--- src/rtl/json_seq_ctrl.sv ---
// json_seq_ctrl: run-control sequencer for a 4-bit Johnson display counter.
// Single-clock prescaler with selectable rate, IDLE/RUN/PAUSE control FSM,
// forward/reverse stepping, illegal-state recovery and 7-segment decode.
// Optional feature macro: JSON_STEP_CNT_EN adds a saturating advance counter
// on output step_cnt_o.
module json_seq_ctrl #(
  parameter int DIV_W = 25
) (
  input  logic        clk,
  input  logic        rst,
  input  logic        start_i,
  input  logic        stop_i,
  input  logic        step_i,
  input  logic        dir_i,
  input  logic [1:0]  rate_i,
  output logic [3:0]  json_o,
  output logic [0:6]  q,
  output logic        busy_o,
  output logic        wrap_o,
`ifdef JSON_STEP_CNT_EN
  output logic [15:0] step_cnt_o,
`endif
  output logic        err_o
);

  typedef enum logic [1:0] {
    IDLE  = 2'd0,
    RUN   = 2'd1,
    PAUSE = 2'd2
  } state_e;

  state_e             state_q, state_d;
  logic [DIV_W-1:0]   presc_q, presc_d;
  logic [DIV_W-1:0]   rate_mask;
  logic [3:0]         json_q, json_d;
  logic [3:0]         shifted;
  logic               busy_q, busy_d;
  logic               wrap_q, wrap_d;
  logic               err_q, err_d;
  logic               legal;
  logic               tick;
  logic               step_req;
  logic               clear_req;
  logic               advance;

`ifdef JSON_STEP_CNT_EN
  logic [15:0]        cnt_q, cnt_d;
`endif

  // Only the eight Johnson codes are legal; anything else must be recovered.
  always_comb begin
    legal = 1'b0;
    case (json_q)
      4'b0000, 4'b0001, 4'b0011, 4'b0111,
      4'b1111, 4'b1110, 4'b1100, 4'b1000: legal = 1'b1;
      default:                            legal = 1'b0;
    endcase
  end

  // Tick when the low (DIV_W - 2*rate) prescaler bits are all ones while running.
  always_comb begin
    rate_mask = {DIV_W{1'b1}} >> {rate_i, 1'b0};
    tick      = (state_q == RUN) && ((presc_q & rate_mask) == rate_mask);
    shifted   = dir_i ? {~json_q[0], json_q[3:1]} : {json_q[2:0], ~json_q[3]};
  end

  // Control decisions with priority stop > start > step, and prescaler next value.
  always_comb begin
    state_d   = state_q;
    presc_d   = presc_q;
    step_req  = 1'b0;
    clear_req = 1'b0;
    case (state_q)
      IDLE: begin
        presc_d = '0;
        if (stop_i) begin
          state_d = IDLE;
        end else if (start_i) begin
          state_d = RUN;
        end else if (step_i) begin
          step_req = 1'b1;
          state_d  = PAUSE;
        end
      end
      RUN: begin
        presc_d = presc_q + 1'b1;
        if (stop_i) begin
          state_d = PAUSE;
        end
      end
      PAUSE: begin
        if (stop_i) begin
          state_d   = IDLE;
          presc_d   = '0;
          clear_req = 1'b1;
        end else if (start_i) begin
          state_d = RUN;
        end else if (step_i) begin
          step_req = 1'b1;
        end
      end
      default: begin
        state_d = IDLE;
        presc_d = '0;
      end
    endcase
  end

  // Datapath next state: shift on advance, recover illegal codes to 0000, flag wrap.
  always_comb begin
    advance = tick | step_req;
    json_d  = json_q;
    wrap_d  = 1'b0;
    err_d   = err_q | ~legal;
    busy_d  = (state_d == RUN);
    if (clear_req) begin
      json_d = 4'b0000;
    end else if (advance) begin
      if (legal) begin
        json_d = shifted;
        wrap_d = (shifted == 4'b0000);
      end else begin
        json_d = 4'b0000;
      end
    end
  end

`ifdef JSON_STEP_CNT_EN
  // Saturating count of advances, cleared when returning to idle.
  always_comb begin
    cnt_d = cnt_q;
    if (clear_req) begin
      cnt_d = 16'h0000;
    end else if (advance && (cnt_q != 16'hFFFF)) begin
      cnt_d = cnt_q + 16'h0001;
    end
  end
`endif

  // Single state register for the FSM, prescaler, Johnson value and status flags.
  always_ff @(posedge clk or negedge rst) begin
    if (!rst) begin
      state_q <= IDLE;
      presc_q <= '0;
      json_q  <= 4'b0000;
      busy_q  <= 1'b0;
      wrap_q  <= 1'b0;
      err_q   <= 1'b0;
`ifdef JSON_STEP_CNT_EN
      cnt_q   <= 16'h0000;
`endif
    end else begin
      state_q <= state_d;
      presc_q <= presc_d;
      json_q  <= json_d;
      busy_q  <= busy_d;
      wrap_q  <= wrap_d;
      err_q   <= err_d;
`ifdef JSON_STEP_CNT_EN
      cnt_q   <= cnt_d;
`endif
    end
  end

  // Active-low segment decode (q[0]=a .. q[6]=g) of the displayed digit.
  always_comb begin
    case (json_q)
      4'b0000: q = 7'b0000001;
      4'b0001: q = 7'b1001111;
      4'b0011: q = 7'b0010010;
      4'b0111: q = 7'b0000110;
      4'b1111: q = 7'b1001100;
      4'b1110: q = 7'b0100100;
      4'b1100: q = 7'b0100000;
      4'b1000: q = 7'b0001111;
      default: q = 7'b1111111;
    endcase
  end

  assign json_o = json_q;
  assign busy_o = busy_q;
  assign wrap_o = wrap_q;
  assign err_o  = err_q;
`ifdef JSON_STEP_CNT_EN
  assign step_cnt_o = cnt_q;
`endif

endmodule

--- config.mk ---
export PLATFORM = sky130hd
export DESIGN_NAME = json_seq_ctrl
export DESIGN_NICKNAME = d
export VERILOG_FILES = /design/src/rtl/json_seq_ctrl.sv
export SDC_FILE = /design/constraint.sdc
export NUM_CORES = 1
export LEC_CHECK = 0
export ABC_CLOCK_PERIOD_IN_PS = 2200
export CELL_PAD_IN_SITES_DETAIL_PLACEMENT = 0
export CELL_PAD_IN_SITES_GLOBAL_PLACEMENT = 1
export CORE_MARGIN = 10
export CORE_UTILIZATION = 42
export DETAILED_ROUTE_END_ITERATION = 16
export GPL_ROUTABILITY_DRIVEN = 0
export PLACE_DENSITY = 0.76
export SYNTH_ARGS = -nofsm -noshare
export SYNTH_HDL_FRONTEND = slang
export SYNTH_SLANG_ARGS = --single-unit
--- constraint.sdc ---
create_clock -name clk -period 2.2 [get_ports clk]
set_clock_uncertainty 0.05 [all_clocks]
set_input_delay 0.55 -clock clk [delete_from_list [all_inputs] [get_ports clk]]
set_output_delay 0.55 -clock clk [all_outputs]
set_load 0.02 [all_outputs]
# After elaboration in Yosys (flattened, before gate mapping)
# Memory sizes are Yosys's and may differ from the RTL's.
# Cells that the tools add are included.
# word_totals
romBits,128
out_inout_bits,14
inputBits,8
n_memories,2
reg_bits,34
elab_cells,48
# memory_table
name,words,width,rd,rd_ports_with_merged_regs,wr,line,rtl
(name not given),16,7,1,0,0,167,case (json_q)
(name not given),16,1,1,0,0,53,case (json_q)
# classes
shifts,1
n_reduce_logical,5
n_eq_ne,5
bitwise_logic,6
mux,22
add_sub_neg,1
# ops
cell,n
$pmux W25 S2,1
$add A25 B1 Y25 const B,1
$and A25 B25 Y25,1
$eq A25 B25 Y1,1
$mux W25,1
$shr A25 B3 Y25 const A,1
$mux W4,4
$mux W2,6
$mux W1,9
$pmux W2 S3,1
$eq A2 B1 Y1 const B,2
$logic_not A4 Y1,1
$not A1 Y1,3
$eq A2 B2 Y1 const B,1
$logic_not A2 Y1,1
$ne A2 B2 Y1 const B,1
$or A1 B1 Y1,2
$reduce_bool A2 Y1,1
$reduce_or A2 Y1,1
$logic_and A1 B1 Y1,1

# Logic depth before layout (Yosys ltp)
# logic_depth
depth_word,7
mapped_depth,6
mapped_depth_nobuf,6

# Worst setup path before layout
# OpenSTA, ideal clock, no wires.
# synth_timing
path_type,register to output
startpoint,"register json_q[1], in the netlist json_o[1]"
endpoint,output q[0] in the netlist's numbering
slack_ps,-325
path_buffers,1
path_stages_with_launch,7
arrival_ps,1925
cell_sequence,dfrtp_1 clkbuf_1 inv_1 ha_1 o21ai_0 a21oi_1 and2_1
# synth_between
elab_chain_len,1
# synth_rtl
element,line,rtl
from (decl),35,"logic [3:0] json_q, json_d;"
from (signal assigned),155,json_q <= json_d;
$mem_v2 Z16 W7,n/a,
to (decl),17,"output logic [0:6] q,"
# Every way passes these cells.

# Worst setup path after layout
# layout_timing
startpoint,"register json_q[0], in the netlist json_o[0]"
endpoint,output q[1] in the netlist's numbering
# Same word-level chain as after synthesis.

==> metrics.md <==
| Metric | Value |
|---|---|
| RSZ-0062 raised after global routing | `true` |
| Main synth FF type | `dfrtp_1` |
| Register area | `856 um2` |
| Endpoint class of the critical path | `output port` |
| Hold slack | `0.416 ns` |
| DR pass1 iterations | `4` |
| Total wire length | `5050 um` |
| Clk pin slew, worst setup/hold paths | `0.06 ns` |
| CP Class | `flop to output port` |
| Buffers on Ports | `21` |
| Crit-path slowest cell | `dfrtp_2` |
| Synth-to-layout area growth | `25.1%` |
| Critical path's largest stage delay | `0.41 ns` |
| Total I/O pin count | `22` |
| CP cell instances | `inv_1 > ha_4 > nand2b_1 > nand3_1 > o21ai_0 > clkdlybuf4s15_1` |
| Vias per cell | `5.64` |
| Design area | `0.00254 mm2` |
| Std-Cell Core Area | `0.00469 mm2` |
| Register area share after synthesis | `41.9%` |
| Hold Crit Depth | `1` |
| Net Count, Synth | `255` |
| Layout cell share with drive strength beyond 1 | `17.1%` |
| First DRT Iteration DRCs | `154` |
| Total die area | `0.00802 mm2` |
| Post-DR wirelength/cell | `15.1 um` |
| Clk_lat worst skew | `0.28 ns` |
| Synth top area cells | `dfrtp_1 (42%), o21ai_0 (9.9%), nor2_1 (4.4%), nand2_1 (3.9%), a21oi_1 (3.7%)` |
| Total CTS buffers | `5` |
| GRT overflow | `0` |
| Largest net degree at the start of global routing | `35` |
| Vias in the first global route | `1775` |
| R2R depth | `8` |
| Endpoints failing setup | `0` |
| Ys async rst share | `100%` |
| CTS tree | `built` |
| Placement Setup Slack | `-0.111 ns` |
| Max-cap violation count | `0` |
| Die X | `89.6 um` |
| Placed insts | `322` |
| Layout fillers | `462` |
| Number of library cell types mapped by synthesis | `37` |
| Final net count | `291` |
| Fmax | `472 MHz` |
| Post-synth EDFFs | `0` |
| Row count | `25` |
| Starting Density | `43.3%` |
| Peak VDD IR | `0.406 mV` |
| First-pass GRT wire length | `8710 um` |
| Routed Antenna Nets | `0` |
| Placed Instance Area | `0.00242 mm2` |
| Critical path data required time | `1.60 ns` |
| Fin crit share | `96.4%` |
| DIE HEIGHT | `89.6 um` |
| Syn Area/Cell | `8.36 um2` |
| #FFs+latches synth | `34` |
| Min-Delay Path Class | `flop to flop` |
| GRT Util Overall | `13.7%` |
| Crit path DAT | `1.52 ns` |
| Critical-path maximum fanout | `3` |
| Top-count cell post-synth | `o21ai_0` |
| Mapped Cells | `243` |
| Fin crit period | `2.12 ns` |
| Residual DRC | `0` |
| Leakage power | `1.10 nW` |
| Hpwl dp | `3510 um` |
| Yosys top cell area share | `41.9%` |
| Status | `finished, final reports clean` |
| Ys Warns | `0` |
| Leading area contributor after synthesis | `dfrtp_1` |
| Area of the multi-input gates | `0.00112 mm2` |
| Number of antenna violations at the first check in global routing | `0` |
| Slew headroom | `71.1%` |
| Clk Tree Root Cell | `clkbuf_8` |
| N_diodes | `0` |
| Final hold violation count | `0` |
| Post-Synthesis Cell Area | `0.00203 mm2` |
| Pwr per Cell Area | `754 mW/mm2` |
| Worst-Margin Slew | `0.433 ns` |
| Post-route non-filler standard cell count | `334` |
| CTS max path bufs | `2` |
| Worst setup margin | `0.0797 ns` |
| Max-slew violations | `0` |
| Critical Path Start Type | `flop` |
| Synth cell count leaders | `o21ai_0 (40), dfrtp_1 (34), nor2_1 (24), nand2_1 (21), a21oi_1 (15)` |
| Routed vias | `1883` |
| Clock Sinks | `34` |
| # H-tree levels | `2` |
| CTS Hold Buffers Added | `0` |
## cell usage in the layout (no fill, tap or decap), types with 2 or more instances in the layout
cell	count
a21o_1	4
a21oi_1	14
a22o_1	4
a31oi_1	12
and2_1	2
and3_1	6
buf_2	2
buf_4	22
clkbuf_1	2
clkbuf_2	4
clkbuf_8	5
clkdlybuf4s50_1	14
dfrtp_1	30
dfrtp_2	4
ha_1	3
inv_1	6
mux2i_1	2
nand2_1	21
nand2b_1	6
nand3_1	9
nand4_1	11
nor2_1	23
nor2b_1	2
nor3_1	3
o21ai_0	39
o22ai_1	2
o2bb2ai_1	2
o31ai_1	3
o41ai_1	2
## cells by family (layout without fill, tap and decap cells)
| logic type | after synthesis | in the layout | share of synthesized area (%) |
|---|---|---|---|
| AO/OA/AOI/OAI | 87 | 87 | 25.2 |
| XOR/XNOR | 1 | 1 | 0.431 |
| adder cells (fa/ha/maj) | 4 | 4 | 2.46 |
| buffers and inverters | 21 | 58 | 4.13 |
| flip-flops | 34 | 34 | 41.9 |
| multiplexers | 2 | 2 | 0.985 |
| AND/OR/NAND/NOR | 94 | 94 | 24.9 |
## timing repair
item,4_1_cts,5_1_grt
buffers inserted,0,4
setup endpoints to repair,7,16
pin swaps,0,1
resized for setup,15,13
## layer usage
layer	wire length (um)	GRT usage, %
met5	0	0
met4	55	3.47
met3	148	3.28
met2	2270	20.2
met1	2570	19.5
## registers in the layout, summed over array words and instances, names as in the netlist
name	flops
wrap_o	1
busy_o	1
err_o	1
state_q	2
json_o	4
presc_q	25
## final timing paths
| kind | startpoint | endpoint | slack (ns) |
|---|---|---|---|
| max | json_o[0] | q[1] | 0.08 |
| min | err_o | err_o | 0.42 |
| max reg2reg | presc_q[0] | json_o[1] | 0.23 |
| min reg2reg | err_o | err_o | 0.42 |
| max in group asynchronous | rst | json_o[3] | 1.14 |
| min in group asynchronous | rst | presc_q[23] | 0.62 |
## worst max-delay path: cells and delay by family, from the launching register on
family          cells  cell delay (ns)
fa+ha+maj           1             0.15
compound gates      1             0.08
buf+inv             2             0.41
flops               1             0.41
simple gates        2             0.19
## through the flow
stage	utilization [%]	TNS [ns]	total power, mW
2_1_floorplan	-	0	1.09
3_3_place_gp	51.5	-0.108	1.41
3_5_place_dp	51.5	-0.144	1.41
4_1_cts	53.6	0	1.94
5_1_grt	54.2	-0.0262	2.03
6_report	54.2	0	1.92
## layout make-up
type / count / share of cell area (%)
Multi-Input combinational cell: 188 / 44.2
Sequential cell: 34 / 33.7
Timing Repair Buffer: 44 / 14.4
Clock buffer: 7 / 3.00
Tap cell: 54 / 2.66
Clock inverter: 1 / 1.18
Inverter: 6 / 0.886
## power breakdown
group	total, mW	switching, mW	leakage (nW)	internal (mW)
clock network	0.566	0.227	0.0524	0.339
logic	0.659	0.373	0.591	0.286
registers	0.691	0.0357	0.458	0.656
total	1.92	0.637	1.10	1.28
Note: power is estimated with default switching activity, not from simulation.
